`config.mk`:
```
export PLATFORM = sky130hd
export DESIGN_NAME = prio_arbiter
export DESIGN_NICKNAME = d
export VERILOG_FILES = /design/src/rtl/prio_arbiter.sv
export SDC_FILE = /design/constraint.sdc
export NUM_CORES = 1
export LEC_CHECK = 0
export CAP_MARGIN = 10
export CORE_MARGIN = 5
export CORE_UTILIZATION = 57
export CTS_BUF_LIST = sky130_fd_sc_hd__clkbuf_8
export DETAILED_ROUTE_END_ITERATION = 8
export GPL_ROUTABILITY_DRIVEN = 0
export PLACE_DENSITY = 0.79
export SLEW_MARGIN = 20
export SYNTH_ARGS = -nofsm -noshare
export SYNTH_HDL_FRONTEND = slang
export SYNTH_SLANG_ARGS = --single-unit
export TNS_END_PERCENT = 5
```
`constraint.sdc`:
```
create_clock -name clk -period 5.06 [get_ports clk]
set_clock_uncertainty 0.2 [all_clocks]
set_input_delay 1.012 -clock clk [delete_from_list [all_inputs] [get_ports clk]]
set_output_delay 1.012 -clock clk [all_outputs]
set_load 0.01 [all_outputs]
```
`src/rtl/prio_arbiter.sv`:
```
// prio_arbiter: 8-requester arbiter with fixed/round-robin priority, hold timeout and one-cycle gap.
module prio_arbiter #(
  parameter int MAX_HOLD = 16,
  parameter int CNT_W    = 5
) (
  input  logic       clk,
  input  logic       rst_n,
  input  logic [7:0] req,
  input  logic       rr_mode,
  output logic [7:0] gnt,
  output logic [2:0] gnt_idx,
  output logic       gnt_valid,
  output logic       timeout
);
  typedef enum logic [1:0] {IDLE, GRANT, GAP} state_t;
  state_t           r_state;
  logic [CNT_W-1:0] r_hold;
  logic [2:0]       r_last;
  logic [2:0]       w_fix;
  logic [2:0]       w_rr;
  logic [2:0]       w_win;
  // Later loop iterations overwrite earlier ones, so the highest-priority hit wins.
  always_comb begin
    w_fix = '0;
    for (int k = 0; k < 8; k++)
      if (req[k]) w_fix = 3'(k);
    w_rr = r_last;
    for (int k = 8; k >= 1; k--)
      if (req[r_last - 3'(k)]) w_rr = r_last - 3'(k);
    w_win = rr_mode ? w_rr : w_fix;
  end
  // IDLE and GAP both arbitrate; GAP exists only to force the zero cycle after a grant.
  always_ff @(posedge clk or negedge rst_n) begin
    if (!rst_n) begin
      r_state   <= IDLE;
      r_hold    <= '0;
      r_last    <= '0;
      gnt       <= '0;
      gnt_idx   <= '0;
      gnt_valid <= 1'b0;
      timeout   <= 1'b0;
    end else begin
      timeout <= 1'b0;
      if (r_state == GRANT) begin
        if (req[gnt_idx] && r_hold < CNT_W'(MAX_HOLD)) begin
          r_hold <= r_hold + 1'b1;
        end else begin
          gnt       <= '0;
          gnt_valid <= 1'b0;
          timeout   <= req[gnt_idx];
          r_state   <= GAP;
        end
      end else if (|req) begin
        gnt       <= 8'b1 << w_win;
        gnt_idx   <= w_win;
        gnt_valid <= 1'b1;
        r_last    <= w_win;
        r_hold    <= CNT_W'(1);
        r_state   <= GRANT;
      end else begin
        r_state <= IDLE;
      end
    end
  end
endmodule

```
==> out/metrics.cfg, run 1 <==
[pwr]
power_report.internal_total_uw = 814
switching_part_of_the_total_pct = 46.9
fin_total_pwr_uw = 1530
seq_power_share_pct = 16.9
switching_pwr_uw = 719
clockPowerShare_pct = 10.3
p_comb_share_pct = 72.8
power_per_cell_area_nw_per_um2 = 752
power.static_leakage_uw = 0.000834
irDropWorstVdd_v = 0.000457

[sta]
final-hold-violation-count = 0
rsz0062_at_grt = false
min_period_ns = 3.96
tightest_slew_ns = 0.860
setup-tns-final_ns = 0
timing.final.setup_violations = 0
relSlewSlack_pct = 42.5
final_max_slew_viols = 0
fmax_mhz = 253
timing.final.crit_share_pct = 78.2

[grt]
grt-ovfl-total = 0
global_route.peak_usage_layer = met2
grtUsageMet2_pct = 37.4
pin_count_of_the_biggest_net_entering_global_routing = 23
grt_first_pass_wirelength_um = 7490
grtUsageMet3_pct = 3.08
grtUsageMet1_pct = 28.8
grt_pass1_vias = 1587
grt_antenna_before_repair = 0
grt_util_all_layers_pct = 22.3

[worst_hold_path]
timing.hold.worst.class = reg -> reg

[synthesis]
async_reset_ff_share_pct = 100
synth_compound_area_share_pct = 22.6
post_synth.cell_area_avg_sq_um = 9.81
synth_cells = 179
yosys_warnings = 0
muxShareOfSynthArea_pct = 23.4
synth_area_sq_um = 1760
synth_ff_type = sky130_fd_sc_hd__dfrtp_1
library_cells_used_by_synthesis = 48
synth.ff_latch_count = 20
ys_seq_area_share_pct = 28.5
yosys.area_share.simple_pct = 15.0
edff_count_synth = 0
xor_and_xnor_fraction_of_the_mapped_netlist_area_pct = 2.49
synth_top_family_by_area = multiplexers
synthAdderAreaFrac_pct = 2.14
synthesis.nets = 193

[final_layout]
most_common_library_cell_in_the_layout_ignoring_fill_and_taps = sky130_fd_sc_hd__clkdlybuf4s50_1
filler_cell_count = 230
fin_nets = 211
diodes = 0
areaGrowthSynthToFinish_pct = 16.0
layout_common_cells = sky130_fd_sc_hd__clkdlybuf4s50_1 (23), sky130_fd_sc_hd__dfrtp_1 (20), sky130_fd_sc_hd__nor2_1 (17), sky130_fd_sc_hd__nand2_1 (17)
final_layout_size_suffix_gt1_share_pct = 10.7

[placement]
io_buffer_count = 23
post-dp-hpwl_um = 3200

[floorplan]
effective_utilization_at_floorplan_pct = 58.5
placeable_core_region_sq_um = 3000
die_y_um = 65.5
io_pins = 24
die_area_sq_um = 4290
placementRows = 20
die-width_um = 65.5

[cts]
max-clock-path-buffers = 2
root_buffer = sky130_fd_sc_hd__clkbuf_8
cts-htree-levels = 1
numClockSinks = 20
cts_repair_resize_count = 0
tritoncts = yes
worstSkewPairLatency_ns = 0.26
clk_pin_slew_worst_paths_ns = 0.08
hold_buffers = 0
tritoncts.num_buffers = 3
cts_setup_buffers = 0

[critical_path]
critical_path.endpoint_type = flip-flop
cp_cell_sequence = buf_4 -> inv_1 -> ha_1 -> mux4_2 -> or3_1 -> a31oi_1 -> o31ai_1 -> a2111o_1 -> a22o_1 -> a32o_1
setup.reg_to_reg.worst_slack_ns = 1.10
cp_slowest_stage_delay_ns = 0.64
critPathRequiredTime_ns = 5.01
slowest_stage = sky130_fd_sc_hd__mux4_2
timing.critical_path.arrival_ns = 3.91
timing.setup.critical_path_class = reg -> reg
timing.critical_path.fanout_max = 20
critical_path.startpoint_type = flip-flop

[drt]
firstDrtPassIters = 4
post_drt_via_cell_ratio = 6.87
num_vias = 1574
total_length_of_routed_wires_um = 4300
wire_per_inst_um = 18.8
detailed_route_iter0_violations = 152
ant_nets = 0
route.detailed.drc = 0

[run_status]
outcome = finished clean

[job]
drv.max_cap_violation_count = 0

power groups by stage:
stage	clock (uW)	sequential, uW	combinational [uW]
6_report	157	259	1120
5_1_grt	168	266	1220
4_1_cts	159	258	1100
3_5_place_dp	0	262	1100
3_3_place_gp	0	257	1060
2_1_floorplan	0	255	858
cell usage after synthesis (2+ instances only):
master / count / area (sq um)
sky130_fd_sc_hd__o2111ai_1: 2 / 17.5
sky130_fd_sc_hd__mux4_2: 6 / 135
sky130_fd_sc_hd__o211a_1: 2 / 20.0
sky130_fd_sc_hd__xnor2_1: 2 / 17.5
sky130_fd_sc_hd__mux4_1: 5 / 131
sky130_fd_sc_hd__xor2_1: 3 / 26.3
sky130_fd_sc_hd__inv_1: 7 / 26.3
sky130_fd_sc_hd__nor2_1: 17 / 63.8
sky130_fd_sc_hd__o31ai_1: 2 / 15.0
sky130_fd_sc_hd__nand2b_1: 3 / 18.8
sky130_fd_sc_hd__mux2i_1: 10 / 100
sky130_fd_sc_hd__a21oi_1: 10 / 50.1
sky130_fd_sc_hd__nor3_1: 6 / 30.0
sky130_fd_sc_hd__o21a_1: 2 / 15.0
sky130_fd_sc_hd__o211ai_1: 2 / 15.0
sky130_fd_sc_hd__clkbuf_1: 3 / 11.3
sky130_fd_sc_hd__or2_2: 2 / 12.5
sky130_fd_sc_hd__a22o_1: 2 / 17.5
sky130_fd_sc_hd__nor2b_1: 3 / 18.8
sky130_fd_sc_hd__o21ai_0: 7 / 35.0
sky130_fd_sc_hd__buf_2: 4 / 20.0
sky130_fd_sc_hd__buf_6: 3 / 33.8
sky130_fd_sc_hd__mux2_2: 4 / 45.0
sky130_fd_sc_hd__a31oi_1: 2 / 12.5
sky130_fd_sc_hd__dfrtp_1: 20 / 500
sky130_fd_sc_hd__a32o_1: 8 / 80.1
sky130_fd_sc_hd__nand2_1: 17 / 63.8
sky130_fd_sc_hd__ha_1: 3 / 37.5
sky130_fd_sc_hd__o21ai_1: 3 / 15.0
through the flow:
stage / hold slack (ns) / utilization, % / setup slack, ns / cell area (sq um) / std cells
after detailed placement: 0.280 / 65.5 / 0.987 / 1970 / 225
after floorplan: 0.268 / - / 1.18 / 1760 / 179
after global placement: 0.279 / 65.5 / 1.09 / 1970 / 225
final: 0.297 / 67.9 / 1.10 / 2040 / 229
after global routing: 0.325 / 67.9 / 0.886 / 2040 / 229
after CTS: 0.298 / 67.9 / 1.12 / 2040 / 229
cells by family after synthesis:
logic type / Yosys count
simple gates: 56
compound gates: 51
mux: 25
flops: 20
buf+inv: 19
xor+xnor: 5
fa+ha+maj: 3
worst max-delay path: cells and delay by family (launching register included):
kind            cells  cell delay (ns)
compound gates      5             1.24
mux                 1             0.64
fa+ha+maj           1             0.62
buf+inv             2             0.45
simple gates        1             0.35
flops               1             0.33
path summary, 6_finish.rpt:
check                                        end                   start  cells after the start
setup / recovery              gnt[6]$_DFFE_PN0P_  gnt_idx[0]$_DFFE_PN0P_                     10
hold / removal                gnt[7]$_DFFE_PN0P_      gnt[7]$_DFFE_PN0P_                      1
setup reg to reg              gnt[6]$_DFFE_PN0P_  gnt_idx[0]$_DFFE_PN0P_                     10
hold reg to reg               gnt[7]$_DFFE_PN0P_      gnt[7]$_DFFE_PN0P_                      1
max in group asynchronous  r_hold[2]$_DFFE_PN0P_                   rst_n                      1
min in group asynchronous     gnt[7]$_DFFE_PN0P_                   rst_n                      1
flip-flops by register name, indices dropped and copies added, names as in the netlist:
signal	cells
gnt	8
gnt_idx	3
gnt_valid	1
r_hold	5
r_state	2
timeout	1
cell type report:
class	count	area [sq um]	share of cell area (%)
Tap cell	33	41.3	2.03
Multi-Input combinational cell	140	1150	56.6
Inverter	7	26.3	1.29
Clock buffer	3	41.3	2.03
Timing Repair Buffer	25	245	12.0
Clock inverter	1	30.0	1.47
Sequential cell	20	500	24.6
routing by layer:
layer	up-vias	part of all wire, %
li1	720	-
met1	779	41
met2	64	51
met3	11	5.3
met4	0	2.7
met5	-	0
(Power assumes the default switching activity.)
==> run 2, diff against run 1 <==
Settings changed: CORE_UTILIZATION 57 to 51, PLACE_DENSITY 0.79 to 0.75.
Clock period 5.06 ns to 3.35 ns, I/O delays scaled along.
==> run 2 against run 1 <==
Register-to-register slack got worse by 0.99 ns; first-iteration DRC count fell by 18%; worst setup slack got worse by 1.0 ns; die area rose by 9.9%; global-route usage barely moved; critical path type is now in -> reg; critical endpoint is now gnt[7]$_DFFE_PN0P_.
==> out/metrics.cfg, run 2 (synthesized netlist as in run 1, its figures left out) <==
[run_status]
outcome = finished clean

[sta]
min_period_ns = 3.25
relSlewSlack_pct = 42.8  ; +0.32 points
final_max_slew_viols = 0  ; unchanged
final-hold-violation-count = 0  ; unchanged
rsz0062_at_grt = false
timing.final.crit_share_pct = 97.0
tightest_slew_ns = 0.856  ; -0.00477 ns
timing.final.setup_violations = 0  ; unchanged
fmax_mhz = 308

[cts]
tritoncts.num_buffers = 3  ; unchanged
worstSkewPairLatency_ns = 0.26  ; about the same
hold_buffers = 0  ; unchanged
cts_repair_resize_count = 0  ; unchanged
cts-htree-levels = 1  ; unchanged
clk_pin_slew_worst_paths_ns = 0.07  ; about the same
cts_setup_buffers = 0  ; unchanged
tritoncts = yes
numClockSinks = 20  ; unchanged
max-clock-path-buffers = 2  ; unchanged
root_buffer = sky130_fd_sc_hd__clkbuf_8

[pwr]
power.static_leakage_uw = 0.000930  ; +12%
fin_total_pwr_uw = 2550  ; +67%
power_report.internal_total_uw = 1400  ; +72%
power_per_cell_area_nw_per_um2 = 1150  ; +53%
seq_power_share_pct = 15.0  ; -1.9 points
switching_pwr_uw = 1160  ; +61%
p_comb_share_pct = 75.6  ; +2.8 points
irDropWorstVdd_v = 0.000736  ; +61%
clockPowerShare_pct = 9.4  ; -0.9 points
switching_part_of_the_total_pct = 45.3  ; -1.6 points

[grt]
grt_antenna_before_repair = 0  ; unchanged
pin_count_of_the_biggest_net_entering_global_routing = 23  ; unchanged
grt_pass1_vias = 1627  ; +2.5%
grt_util_all_layers_pct = 22.3  ; about the same
grt-ovfl-total = 0  ; unchanged
grt_first_pass_wirelength_um = 7850  ; +4.9%

[final_layout]
biggestRegsByFlops = gnt (8), r_hold (5), gnt_idx (3)
max_ffs_per_register = 8  ; unchanged
final_cell_count_no_fill = 262  ; +14%
final_layout_size_suffix_gt1_share_pct = 19.9  ; +9.2 points
util_after_layout_pct = 66.5  ; -1.4 points
layout_common_cells = sky130_fd_sc_hd__clkdlybuf4s50_1 (23), sky130_fd_sc_hd__buf_4 (22), sky130_fd_sc_hd__dfrtp_1 (19), sky130_fd_sc_hd__nor2_1 (17), sky130_fd_sc_hd__nand2_1 (17)
most_common_library_cell_in_the_layout_ignoring_fill_and_taps = sky130_fd_sc_hd__clkdlybuf4s50_1
diodes = 0  ; unchanged
stdcell_area_sq_um = 2220  ; +8.8%
fin_nets = 231  ; +9.5%
areaGrowthSynthToFinish_pct = 26.3
largest_register = gnt

[drt]
route.detailed.drc = 0  ; unchanged
post_drt_via_cell_ratio = 6.34  ; -7.7%
wire_per_inst_um = 18.5  ; -1.4%
num_vias = 1662  ; +5.6%
detailed_route_iter0_violations = 125  ; -18%
ant_nets = 0  ; unchanged
total_length_of_routed_wires_um = 4850  ; +13%
firstDrtPassIters = 4  ; unchanged

[floorplan]
die_y_um = 68.7  ; +4.8%
placeable_core_region_sq_um = 3340  ; +11%
die-width_um = 68.7  ; +4.8%
io_pins = 24  ; unchanged
die_area_sq_um = 4720  ; +9.9%
effective_utilization_at_floorplan_pct = 52.6  ; -5.9 points
placementRows = 21  ; +5.0%

[critical_path]
critical_path.startpoint_type = input pin
timing.critical_path.fanout_max = 5  ; -75%
critPathRequiredTime_ns = 3.30  ; -1.71 ns
timing.setup.critical_path_class = in -> reg
timing.critical_path.arrival_ns = 3.20  ; -0.71 ns
critical_path.endpoint_type = flip-flop

[worst_hold_path]
timing.hold.worst.class = reg -> reg

[placement]
post-dp-hpwl_um = 3690  ; +15%
dpl.cell_count = 258  ; +15%
placedInstanceArea_sq_um = 2150  ; +9.2%
io_buffer_count = 23  ; unchanged

[job]
drv.max_cap_violation_count = 0  ; unchanged

-- run 2: cell count changes in the layout (fill, tap and decap cells not counted), sizes merged --
cell,delta
buf,+20
-- run 2: worst paths after layout --
| kind | end | cells past startpoint | slack, ns | startpoint |
|---|---|---|---|---|
| setup / recovery | gnt[7]$_DFFE_PN0P_ | 8 | 0.1 | req[7] |
| max in group asynchronous | gnt_idx[1]$_DFFE_PN0P_ | 1 | 1.67 | rst_n |
| hold reg to reg | gnt[3]$_DFFE_PN0P_ | 1 | 0.30 | gnt[3]$_DFFE_PN0P_ |
| hold / removal | gnt[3]$_DFFE_PN0P_ | 1 | 0.30 | gnt[3]$_DFFE_PN0P_ |
| setup reg to reg | gnt[7]$_DFFE_PN0P_ | 9 | 0.11 | gnt_idx[0]$_DFFE_PN0P_ |
| min in group asynchronous | gnt_valid$_DFFE_PN0P_ | 1 | 0.70 | rst_n |
-- run 2: per-layer routing --
| layer | track usage, % | wire, um |
|---|---|---|
| met3 | 2.76 | 351 |
| met1 | 28.0 | 1880 |
| met5 | 0 | 0 |
| met2 | 39.6 | 2540 |
| met4 | 7.54 | 70 |
-- run 2: layout make-up --
type | count | area, sq um
clock buffer | 3 | 41.3
timing repair buffer | 45 | 395
sequential | 20 | 502
tap | 46 | 57.6
fill | 262 | 1120
clock inverter | 1 | 30.0
inverter | 7 | 26.3
multi-input combinational | 140 | 1170
-- run 2: worst max-delay path, cell delays in order --
cell                              delay, ns
sky130_fd_sc_hd__clkdlybuf4s50_1       0.44
sky130_fd_sc_hd__mux4_2                0.55
sky130_fd_sc_hd__or3_1                 0.33
sky130_fd_sc_hd__a31oi_1               0.18
sky130_fd_sc_hd__o31ai_1               0.10
sky130_fd_sc_hd__a2111o_1              0.40
sky130_fd_sc_hd__a22o_1                0.27
sky130_fd_sc_hd__a32o_1                0.27
-- run 2: stage by stage --
stage	worst slack, ns	hold slack [ns]	TNS, ns
after floorplan	-0.0150	0.174	-0.0299
after global placement	-0.0986	0.279	-0.430
after detailed placement	-0.170	0.280	-0.979
after CTS	0.103	0.298	0
after global routing	0.0232	0.337	0
final	0.0989	0.296	0
-- run 2: power groups by stage --
stage,clock [uW],sequential [uW],combinational (uW)
global placement,0,380,1830
global route,259,393,2070
finish,239,384,1930
detailed placement,0,388,1890
floorplan,0,388,1340
CTS,243,383,1910
